## src/rtl/sipo_pkg.sv

```systemverilog
// Shared definitions for the bit-serial link (serializer and deserializer).
package sipo_pkg;

  // Bit-order selectors, identical in meaning on both ends of the link.
  localparam int LSB_FIRST = 0;
  localparam int MSB_FIRST = 1;

  // Width of a counter that indexes a word of 'width' bits, at least one bit.
  function automatic int cnt_w(input int width);
    int w;
    w = $clog2(width);
    return (w < 1) ? 1 : w;
  endfunction

endpackage

```

## src/rtl/sipo_out_stage.sv

```systemverilog
// Single-entry valid/ready holding register for assembled words.
// A word is offered on out_data while out_valid=1 and transfers at the
// edge where out_valid=1 and out_ready=1. out_data is not changed while
// out_valid=1 and out_ready=0. A load arriving while the entry is full and
// not being drained is dropped and reported as a one-cycle overrun pulse.
module sipo_out_stage #(
  parameter int WIDTH = 8
) (
  input  logic             clk,
  input  logic             reset,
  input  logic [WIDTH-1:0] word,
  input  logic             load,
  input  logic             out_ready,
  output logic [WIDTH-1:0] out_data,
  output logic             out_valid,
  output logic             overrun
);

  // Hold register: load on free/draining slot, drop-and-flag on full slot.
  always_ff @(posedge clk or posedge reset) begin
    if (reset) begin
      out_data  <= '0;
      out_valid <= 1'b0;
      overrun   <= 1'b0;
    end else begin
      overrun <= load && out_valid && !out_ready;
      if (load && (!out_valid || out_ready)) begin
        out_data  <= word;
        out_valid <= 1'b1;
      end else if (out_valid && out_ready) begin
        out_valid <= 1'b0;
      end
    end
  end

endmodule

```

## src/rtl/sipo_deser.sv

```systemverilog
// Serial-in/parallel-out deserializer: bit counter, shift register and
// framing check feeding a single-entry valid/ready output stage.
module sipo_deser
  import sipo_pkg::*;
#(
  parameter int WIDTH      = 8,
  parameter int SHIFT_DIR  = LSB_FIRST,
  parameter bit CHECK_LAST = 1'b1
) (
  input  logic             clk,
  input  logic             reset,
  input  logic             in,
  input  logic             in_valid,
  input  logic             in_last,
  output logic [WIDTH-1:0] out_data,
  output logic             out_valid,
  input  logic             out_ready,
  output logic             busy,
  output logic             overrun,
  output logic             frame_err
);

  localparam int             CW       = cnt_w(WIDTH);
  localparam logic [CW-1:0]  LAST_CNT = CW'(WIDTH - 1);

  logic [CW-1:0]    bit_count;
  logic [CW-1:0]    count_next;
  logic [CW-1:0]    pos;
  logic [WIDTH-1:0] sreg;
  logic [WIDTH-1:0] word;
  logic             at_last;
  logic             ferr;
  logic             complete;

  // Position the current bit lands in, according to the bit order.
  always_comb begin
    pos = (SHIFT_DIR == MSB_FIRST) ? (LAST_CNT - bit_count) : bit_count;
  end

  // Word as it stands including the bit sampled at this edge.
  always_comb begin
    word      = sreg;
    word[pos] = in;
  end

  // Framing: in_last must coincide exactly with the final bit of a word.
  always_comb begin
    at_last  = (bit_count == LAST_CNT);
    ferr     = CHECK_LAST && in_valid && (in_last != at_last);
    complete = in_valid && at_last && !ferr;
  end

  // Next bit position: wrap at word end or on a framing violation.
  always_comb begin
    count_next = bit_count;
    if (in_valid) begin
      if (at_last || ferr) count_next = '0;
      else                 count_next = bit_count + 1'b1;
    end
  end

  // Counter, shift register and error pulse; a finished or broken word
  // clears sreg so the next word starts from a clean register.
  always_ff @(posedge clk or posedge reset) begin
    if (reset) begin
      bit_count <= '0;
      sreg      <= '0;
      frame_err <= 1'b0;
    end else begin
      bit_count <= count_next;
      frame_err <= ferr;
      if (in_valid) sreg <= (at_last || ferr) ? '0 : word;
    end
  end

  assign busy = (bit_count != '0);

  sipo_out_stage #(
    .WIDTH (WIDTH)
  ) u_out_stage (
    .clk       (clk),
    .reset     (reset),
    .word      (word),
    .load      (complete),
    .out_ready (out_ready),
    .out_data  (out_data),
    .out_valid (out_valid),
    .overrun   (overrun)
  );

endmodule
```

## config.mk

```make
export PLATFORM = sky130hd
export DESIGN_NAME = sipo_deser
export DESIGN_NICKNAME = d
export VERILOG_FILES = /design/src/rtl/sipo_pkg.sv /design/src/rtl/sipo_out_stage.sv /design/src/rtl/sipo_deser.sv
export SDC_FILE = /design/constraint.sdc
export NUM_CORES = 1
export LEC_CHECK = 0
export ABC_AREA = 0
export ABC_CLOCK_PERIOD_IN_PS = 2000
export CAP_MARGIN = 20
export CORE_MARGIN = 2
export CORE_UTILIZATION = 45
export CTS_BUF_LIST = sky130_fd_sc_hd__clkbuf_8 sky130_fd_sc_hd__clkbuf_16
export DETAILED_ROUTE_END_ITERATION = 12
export HOLD_SLACK_MARGIN = 0.08
export PLACE_DENSITY = 0.69
export SLEW_MARGIN = 30
export SYNTH_ARGS = -nofsm -noshare
export SYNTH_HDL_FRONTEND = slang
export SYNTH_SLANG_ARGS = --single-unit
```

## constraint.sdc

```tcl
create_clock -name clk -period 2 [get_ports clk]
set_clock_uncertainty 0.2 [all_clocks]
set_input_delay 0.2 -clock clk [delete_from_list [all_inputs] [get_ports clk]]
set_output_delay 0.2 -clock clk [all_outputs]
set_load 0.02 [all_outputs]
```

Word-level counts from Yosys, hierarchy flattened
Cells that the tools add are included.

$add $sub $neg: 1. Order comparisons: 2. Equal/unequal tests: 2. Muxes and demuxes: 7. Reduce and logical (&&, ||, !) cells: 15.

Operators by type and width (number): $bwmux 8 (1); $logic_and 1x1->1 (8); $mux 8 (1); $lt 3x4->1 const B (1); $add 3x1->3 const B (1); $demux 1 s3 (1); $eq 3x3->1 const B (1); $ge 3x1->1 const B (1); $logic_not 1->1 (3); $mux 1 (3); $mux 3 (1); $reduce_bool 3->1 (1); $logic_or 1x1->1 (2); $reduce_bool 2->1 (1); $ne 1x1->1 (1).

Flip-flop bits (word level): 22. Input bits: 6. Output and inout bits: 12. Word-level logic and storage cells: 33.

Depth between registers and ports, before layout
Gate-level depths: netlist of run 1.

Word-level depth: 7. Mapped depth: 6. Mapped depth without buffers: 5.

Modules after synthesis
Synthesis of run 1 repeated with hierarchy kept, for this count alone.

Cells, all modules: 91. Area total of the unflattened synthesis: 1134.8 sq um.

By module, submodules not included: sipo_deser (times used 1, cells an instance 67, area each 724.4 sq um, seq. area each 300.3 sq um); sipo_out_stage (times used 1, cells an instance 24, area each 410.4 sq um, seq. area each 250.2 sq um).

Least setup slack after synthesis of run 1
Ideal clock, no wire load.

Kind: register to register. From: reg bit_count[0]. To: reg u_out_stage.out_data[7]. Setup time: 0.125 ns. Arrival time: 1.389 ns. Required time: 1.675 ns. Path slack: 0.286 ns. Cell stages (with the launch flop): 7. Buffers on the path: 1. Clock period less this slack: 1.714 ns. Cells stage by stage: dfrtp_1 ha_1 ha_1 nand3_1 nor2b_1 buf_4 mux2_4.

Cells in the longest elaborated chain, start to end: 6. Elaborated cells between the ends (all ways): 13. Classes of those cells: order compare (2); eq/ne (2); mux (3); reduce/logical (6).

RTL lines: from (decl) (line sipo_deser.sv:26) `logic [CW-1:0] bit_count;`; from (signal assigned) (line sipo_deser.sv:70) `bit_count <= count_next;`; branches (longest 6 deep; another with $lt 3x4->1); to (signal assigned) (line sipo_out_stage.sv:28) `out_data <= word;`; to (decl) (line sipo_out_stage.sv:14) `output logic [WIDTH-1:0] out_data,`.

Parallel ways; which one is timed is not known. A chain may end at the register's enable or synchronous reset.

Worst setup path after layout of run 1
From: reg bit_count[0]. To: reg u_out_stage.out_data[1].

Same word-level chain as after synthesis.

==> results.json, run 1 <==
{
  "yosys.area_share.xor_xnor_pct": 0.8009,
  "critPathMostFrequentCell": "ha_1",
  "area_growth_pct": 27.12,
  "synth_top_family_by_area": "multiplexers",
  "grt_pass1_wl_um": 3318,
  "rr_endpoint": "u_out_stage.out_data[1]",
  "cellLeakagePower_nw": 0.6690,
  "crit_required_ns": 1.98,
  "synth_compound_area_share_pct": 5.950,
  "n_fill_cell": 196,
  "yosysTopAreaCell": "dfrtp_1",
  "synth.area.mux_share_pct": 16.48,
  "placeableCoreArea_um2": 2255,
  "max_freq_ghz": 0.5601,
  "synthSimpleGateAreaFrac_pct": 12.01,
  "yosysUniqueCellTypes": 21,
  "io_pins": 18,
  "synth-edff-count": 0,
  "setup_violations": 0,
  "period_minus_slack_ns": 1.785,
  "drc": 0,
  "hold_path.startpoint": "u_out_stage.out_data[4]",
  "p_per_area_nw_per_um2": 834.8,
  "ys_dominant_reg_cell": "dfrtp_1",
  "vias": 726,
  "hold_path_end": "u_out_stage.out_data[4]",
  "worst-endpoint-arrival_ns": 1.77,
  "cp_slowest_cell": "dfrtp_1",
  "drive_gt1_share_pct": 14.17,
  "slew_violations": 0,
  "layout.nets": 130,
  "syn_area_um2": 1094,
  "totalNegativeSetupSlack_ns": 0,
  "h-tree-depth": 1,
  "synthAdderAreaFrac_pct": 3.432,
  "numPortBuffers": 17,
  "grt_start_max_net_pins": 23,
  "outcome": "finished, final reports clean",
  "dp_cells": 143,
  "ant_nets": 0,
  "start_util_pct": 48.50,
  "ys_top_cells_by_area": "dfrtp_1 50%, mux2i_1 14%, inv_1 6.9%",
  "die_area_um2": 2840,
  "grt_util_all_layers_pct": 16.76,
  "clkTransAtPathRegs_ns": 0.08,
  "timing.rr.start": "bit_count[0]",
  "yosys_warnings": 0,
  "r2r_slack_ns": 0.21,
  "die_x_um": 53.30,
  "startpoint_type": "register",
  "ys_ff_latch": 22,
  "diodes": 0,
  "drt-initial-drc-count": 9,
  "hold_depth": 2,
  "wl_per_cell_um": 13.27,
  "peakVddDrop_uv": 472.1,
  "finalPower_mw": 1.160,
  "max-slew-margin-rel_pct": 74.57,
  "die_y_um": 53.30,
  "antenna_found_initial": 0,
  "grt_pass1_vias": 777,
  "cp_cell_sequence": "ha_1, ha_1, nand3_1, nor2b_1, buf_4, mux2i_1",
  "num_rows": 17,
  "root_buffer": "clkbuf_8",
  "hold_path.class": "reg -> reg",
  "postCtsSetupBuffers": 0,
  "crit_family": "flip-flops",
  "worstSetupEndpointType": "register",
  "synth_cells": 97,
  "synth_nets": 106,
  "worst-path-buf-inv": 1,
  "reg2reg_depth": 6,
  "worstSkewPairLatency_ns": 0.26,
  "drt-total-wl_um": 1964,
  "ys_seq_area_share_pct": 50.34,
  "numClockSinks": 22,
  "drv_cap": 0,
  "period_share_pct": 89.27,
  "synthArstFlopShare_pct": 100.0,
  "cts_tree": "done",
  "gp_congestion": 0.6936,
  "cts_made_buffers": 3,
  "hold_viol_final": 0,
  "grt_overflow_total": 0,
  "tightest_slew_ns": 0.3805,
  "rsz0062_at_grt": "false",
  "fin_cells": 148,
  "synth_top_area_share_pct": 50.34,
  "crit_type": "reg -> reg",
  "cp_slowest_stage_delay_ns": 0.38,
  "hpwlAfterDp_um": 1382,
  "vias_per_cell": 4.905,
  "first_pass_iters": 5,
  "clock_path_buffers": 2,
  "cp_max_fo": 7,
  "avgSynthCellArea_um2": 11.27
}
[power by group]
part / switching (mW) / total (mW) / leakage, nW / internal (mW)
Sequential: 0.0235 / 0.506 / 0.269 / 0.482
Clock: 0.143 / 0.410 / 0.0357 / 0.267
Combinational: 0.129 / 0.245 / 0.364 / 0.116
Total: 0.295 / 1.16 / 0.669 / 0.866
[cell type report]
| class | count | area [um^2] | share of cell area, % |
|---|---|---|---|
| Clock buffer | 3 | 41.29 | 2.970 |
| Clock inverter | 1 | 30.03 | 2.160 |
| Inverter | 20 | 75.07 | 5.401 |
| Multi-Input combinational cell | 49 | 422.9 | 30.42 |
| Sequential cell | 22 | 550.5 | 39.60 |
| Tap cell | 28 | 35.03 | 2.520 |
| Timing Repair Buffer | 25 | 235.2 | 16.92 |
[kinds of logic (layout without fill, tap and decap cells)]
| kind of cell | Yosys count | after routing |
|---|---|---|
| XOR/XNOR | 1 | 1 |
| multiplexers | 17 | 17 |
| AND/OR/NAND/NOR | 18 | 18 |
| buffers and inverters | 26 | 49 |
| flip-flops | 22 | 22 |
| adder cells (fa/ha/maj) | 3 | 3 |
| AO/OA/AOI/OAI | 10 | 10 |
[synth_stat cells, types with 2 or more instances]
cell type and count:
dfrtp_1 22, buf_6 2, clkbuf_1 2, ha_1 3, nand3b_1 3, buf_4 2, o22ai_1 9, nor2_1 2
nor2b_1 2, inv_1 20, nor3b_2 3, mux2_4 2, mux2i_1 15, nand2_1 3
[cell usage in the layout, fill, tap and decap left out, drive strengths merged, types with 3 or more instances in the layout]
cell,netlist,routed
clkdlybuf4s50,0,16
buf,4,7
nand3b,3,3
nand2,3,3
clkbuf,2,3
mux2i,15,15
inv,20,20
o22ai,9,9
dfrtp,22,22
nor3b,3,3
ha,3,3
[metrics by stage]
step	setup slack [ns]	instance area, um^2	hold slack, ns	utilization [%]
2_1_floorplan	0.2862	1094	-0.01077	-
3_3_place_gp	0.2687	1306	0.2987	57.94
3_5_place_dp	0.2097	1306	0.3095	57.94
4_1_cts	0.02294	1388	0.3285	61.54
5_1_grt	0.05446	1390	0.3457	61.65
6_report	0.2145	1390	0.3253	61.65
[worst register-to-register path: stages (launching register included)]
cell and delay, ns:
dfrtp_1 0.38, ha_1 0.16, ha_1 0.19, nand3_1 0.13, nor2b_1 0.20, buf_4 0.22, mux2i_1 0.22
[sequential cells by signal, summed over array words and instances (netlist names)]
register               cells
u_out_stage.out_data       8
frame_err                  1
sreg                       8
bit_count                  3
u_out_stage.overrun        1
u_out_stage.out_valid      1
[worst max path at each step]
stage,cells after the start,endpoint,slack (ns),startpoint
finish,6,u_out_stage.out_data[1],0.21,bit_count[0]
CTS,4,busy,0.02,bit_count[0]
global placement,6,u_out_stage.out_data[5],0.27,bit_count[0]
global route,6,u_out_stage.out_data[4],0.05,bit_count[0]
detailed placement,5,u_out_stage.out_data[1],0.21,in_last
floorplan,6,u_out_stage.out_data[7],0.29,bit_count[0]
[routing by layer]
metal	wire length (um)	part of all wire, %	track usage [%]
met5	0	0	0
met3	75	3.8	2.542
met4	25	1.3	8.974
met2	969	49	29.63
met1	894	46	19.10
[what timing repair did]
item / CTS / global route
resized for setup: 0 / 1
hold buffers: 1 / 0
endpoints found under the hold margin: 13 / 0
endpoints found under the setup margin: 0 / 1
No activity file was read; power rests on OpenSTA's default activity.
==> inputs of run 2 (changes only) <==
--- a/config.mk
+++ b/config.mk
@@ -9,11 +9,12 @@
 export ABC_CLOCK_PERIOD_IN_PS = 2000
 export CAP_MARGIN = 20
 export CORE_MARGIN = 2
-export CORE_UTILIZATION = 45
+export CORE_UTILIZATION = 51
 export CTS_BUF_LIST = sky130_fd_sc_hd__clkbuf_8 sky130_fd_sc_hd__clkbuf_16
 export DETAILED_ROUTE_END_ITERATION = 12
 export HOLD_SLACK_MARGIN = 0.08
-export PLACE_DENSITY = 0.69
+export PLACE_DENSITY = 0.77
+export SKIP_CTS_REPAIR_TIMING = 1
 export SLEW_MARGIN = 30
 export SYNTH_ARGS = -nofsm -noshare
 export SYNTH_HDL_FRONTEND = slang
==> run 2 against run 1 <==
Compared with the run above:
- total power about the same
- combinational power about the same
- wire length decreased by 1.5%
- sequential power about the same
- clock-buffer cell count unchanged
- core utilization increased by 7.2 points
- sequential share of layout area increased by 0.32 points
- die area decreased by 11%
- register-to-register slack about the same
- via count increased by 2.8%
- first-iteration DRC count decreased by 89%
- worst hold slack got worse by 0.27 ns
- critical path type unchanged
- critical endpoint is now u_out_stage.out_data[0]
==> results.json, run 2 (same netlist as run 1, synthesis figures left out) <==
{
  "gp_congestion": 0.7456,
  "tightest_slew_ns": 0.3541,
  "reg2reg_depth": 6,
  "root_buffer": "clkbuf_8",
  "totalNegativeSetupSlack_ns": 0,
  "worstSkewPairLatency_ns": 0.26,
  "outcome": "finished, final reports clean",
  "grt_util_all_layers_pct": 17.52,
  "grt_overflow_total": 0,
  "worstSetupEndpointType": "register",
  "drt-initial-drc-count": 1,
  "cts_made_buffers": 3,
  "first_pass_iters": 2,
  "timing.rr.start": "bit_count[0]",
  "drc": 0,
  "numPortBuffers": 17,
  "setup_violations": 0,
  "num_rows": 16,
  "cts_tree": "done",
  "cellLeakagePower_nw": 0.6655,
  "antenna_found_initial": 0,
  "numClockSinks": 22,
  "hold_viol_final": 0,
  "drive_gt1_share_pct": 14.29,
  "hpwlAfterDp_um": 1359,
  "rsz0062_at_grt": "false",
  "io_pins": 18,
  "h-tree-depth": 1,
  "area_growth_pct": 26.09,
  "crit_type": "reg -> reg",
  "worst-endpoint-arrival_ns": 1.79,
  "fin_cells": 146,
  "top_regs": "sreg (8), u_out_stage.out_data (8), bit_count (3)",
  "grt_start_max_net_pins": 23,
  "max_freq_ghz": 0.5567,
  "period_share_pct": 89.81,
  "placeableCoreArea_um2": 2002,
  "fin_area_um2": 1379,
  "final_common_cell": "dfrtp_1",
  "finalPower_mw": 1.160,
  "worst_slack_ns": 0.2038,
  "final_util_pct": 68.88,
  "clock_path_buffers": 2,
  "diodes": 0,
  "hold_path.class": "in -> async",
  "drt-total-wl_um": 1934,
  "post_dp_cell_area_um2": 1305,
  "startpoint_type": "register",
  "p_per_area_nw_per_um2": 841.2,
  "hold-worst-slack_ns": 0.05734,
  "drv_cap": 0,
  "r2r_slack_ns": 0.20,
  "start_util_pct": 54.63,
  "ant_nets": 0,
  "grt_pass1_vias": 771,
  "dp_cells": 142,
  "grt_pass1_wl_um": 3291,
  "period_minus_slack_ns": 1.796,
  "clkTransAtPathRegs_ns": 0.08,
  "vias_per_cell": 5.110,
  "cp_max_fo": 5,
  "vias": 746,
  "die_area_um2": 2531,
  "slew_violations": 0,
  "max-slew-margin-rel_pct": 76.34,
  "die_y_um": 50.31,
  "dp_slack_ns": 0.2129,
  "wl_per_cell_um": 13.25,
  "peakVddDrop_uv": 815.9,
  "layout.nets": 129,
  "die_x_um": 50.31,
  "final_cell_mix": "22 x dfrtp_1, 20 x inv_1, 16 x clkdlybuf4s50_1",
  "crit_required_ns": 1.99,
  "rr_endpoint": "u_out_stage.out_data[0]"
}
run 2: cell types whose count changed in the layout (fill, tap and decap cells not counted), sizes merged:
cell,delta
dlygate4sd3,-1
run 2: area by class of cell:
class | count | area (um^2)
sequential | 22 | 550.5
timing repair buffer | 24 | 225.2
inverter | 20 | 75.07
tap | 27 | 33.78
fill | 165 | 623.1
multi-input combinational | 49 | 422.9
clock buffer | 3 | 41.29
clock inverter | 1 | 30.03
run 2: worst max-delay path by stage:
stage,from,end,slack (ns),cells past startpoint
6_report,bit_count[0],u_out_stage.out_data[0],0.20,6
5_1_grt,bit_count[1],u_out_stage.out_data[0],0.02,6
4_1_cts,bit_count[0],busy,0.0009,4
3_5_place_dp,bit_count[0],u_out_stage.out_data[1],0.21,6
3_3_place_gp,bit_count[0],u_out_stage.out_data[4],0.24,6
2_1_floorplan,bit_count[0],u_out_stage.out_data[7],0.29,6
run 2: report_power, final:
part	internal, mW	total [mW]	leakage, nW	switching (mW)
combinational	0.114	0.242	0.361	0.128
sequential	0.482	0.505	0.269	0.0229
clock	0.267	0.412	0.0357	0.145
total	0.864	1.16	0.665	0.296
run 2: layer usage:
metal / wire [um] / share of wire (%) / global-route usage (%) / vias to the layer above
li1: - / - / - / 364
met1: 848 / 44 / 20.82 / 362
met2: 981 / 51 / 30.70 / 15
met3: 62 / 3.2 / 2.976 / 5
met4: 41 / 2.1 / 8.108 / 0
met5: 0 / 0 / 0 / -
run 2: critical path, cell delays in order (launching register included):
cell and delay (ns):
dfrtp_1 0.39, ha_1 0.17, ha_1 0.20, nand3_1 0.13, nor2b_1 0.24, buf_4 0.21
mux2i_1 0.19
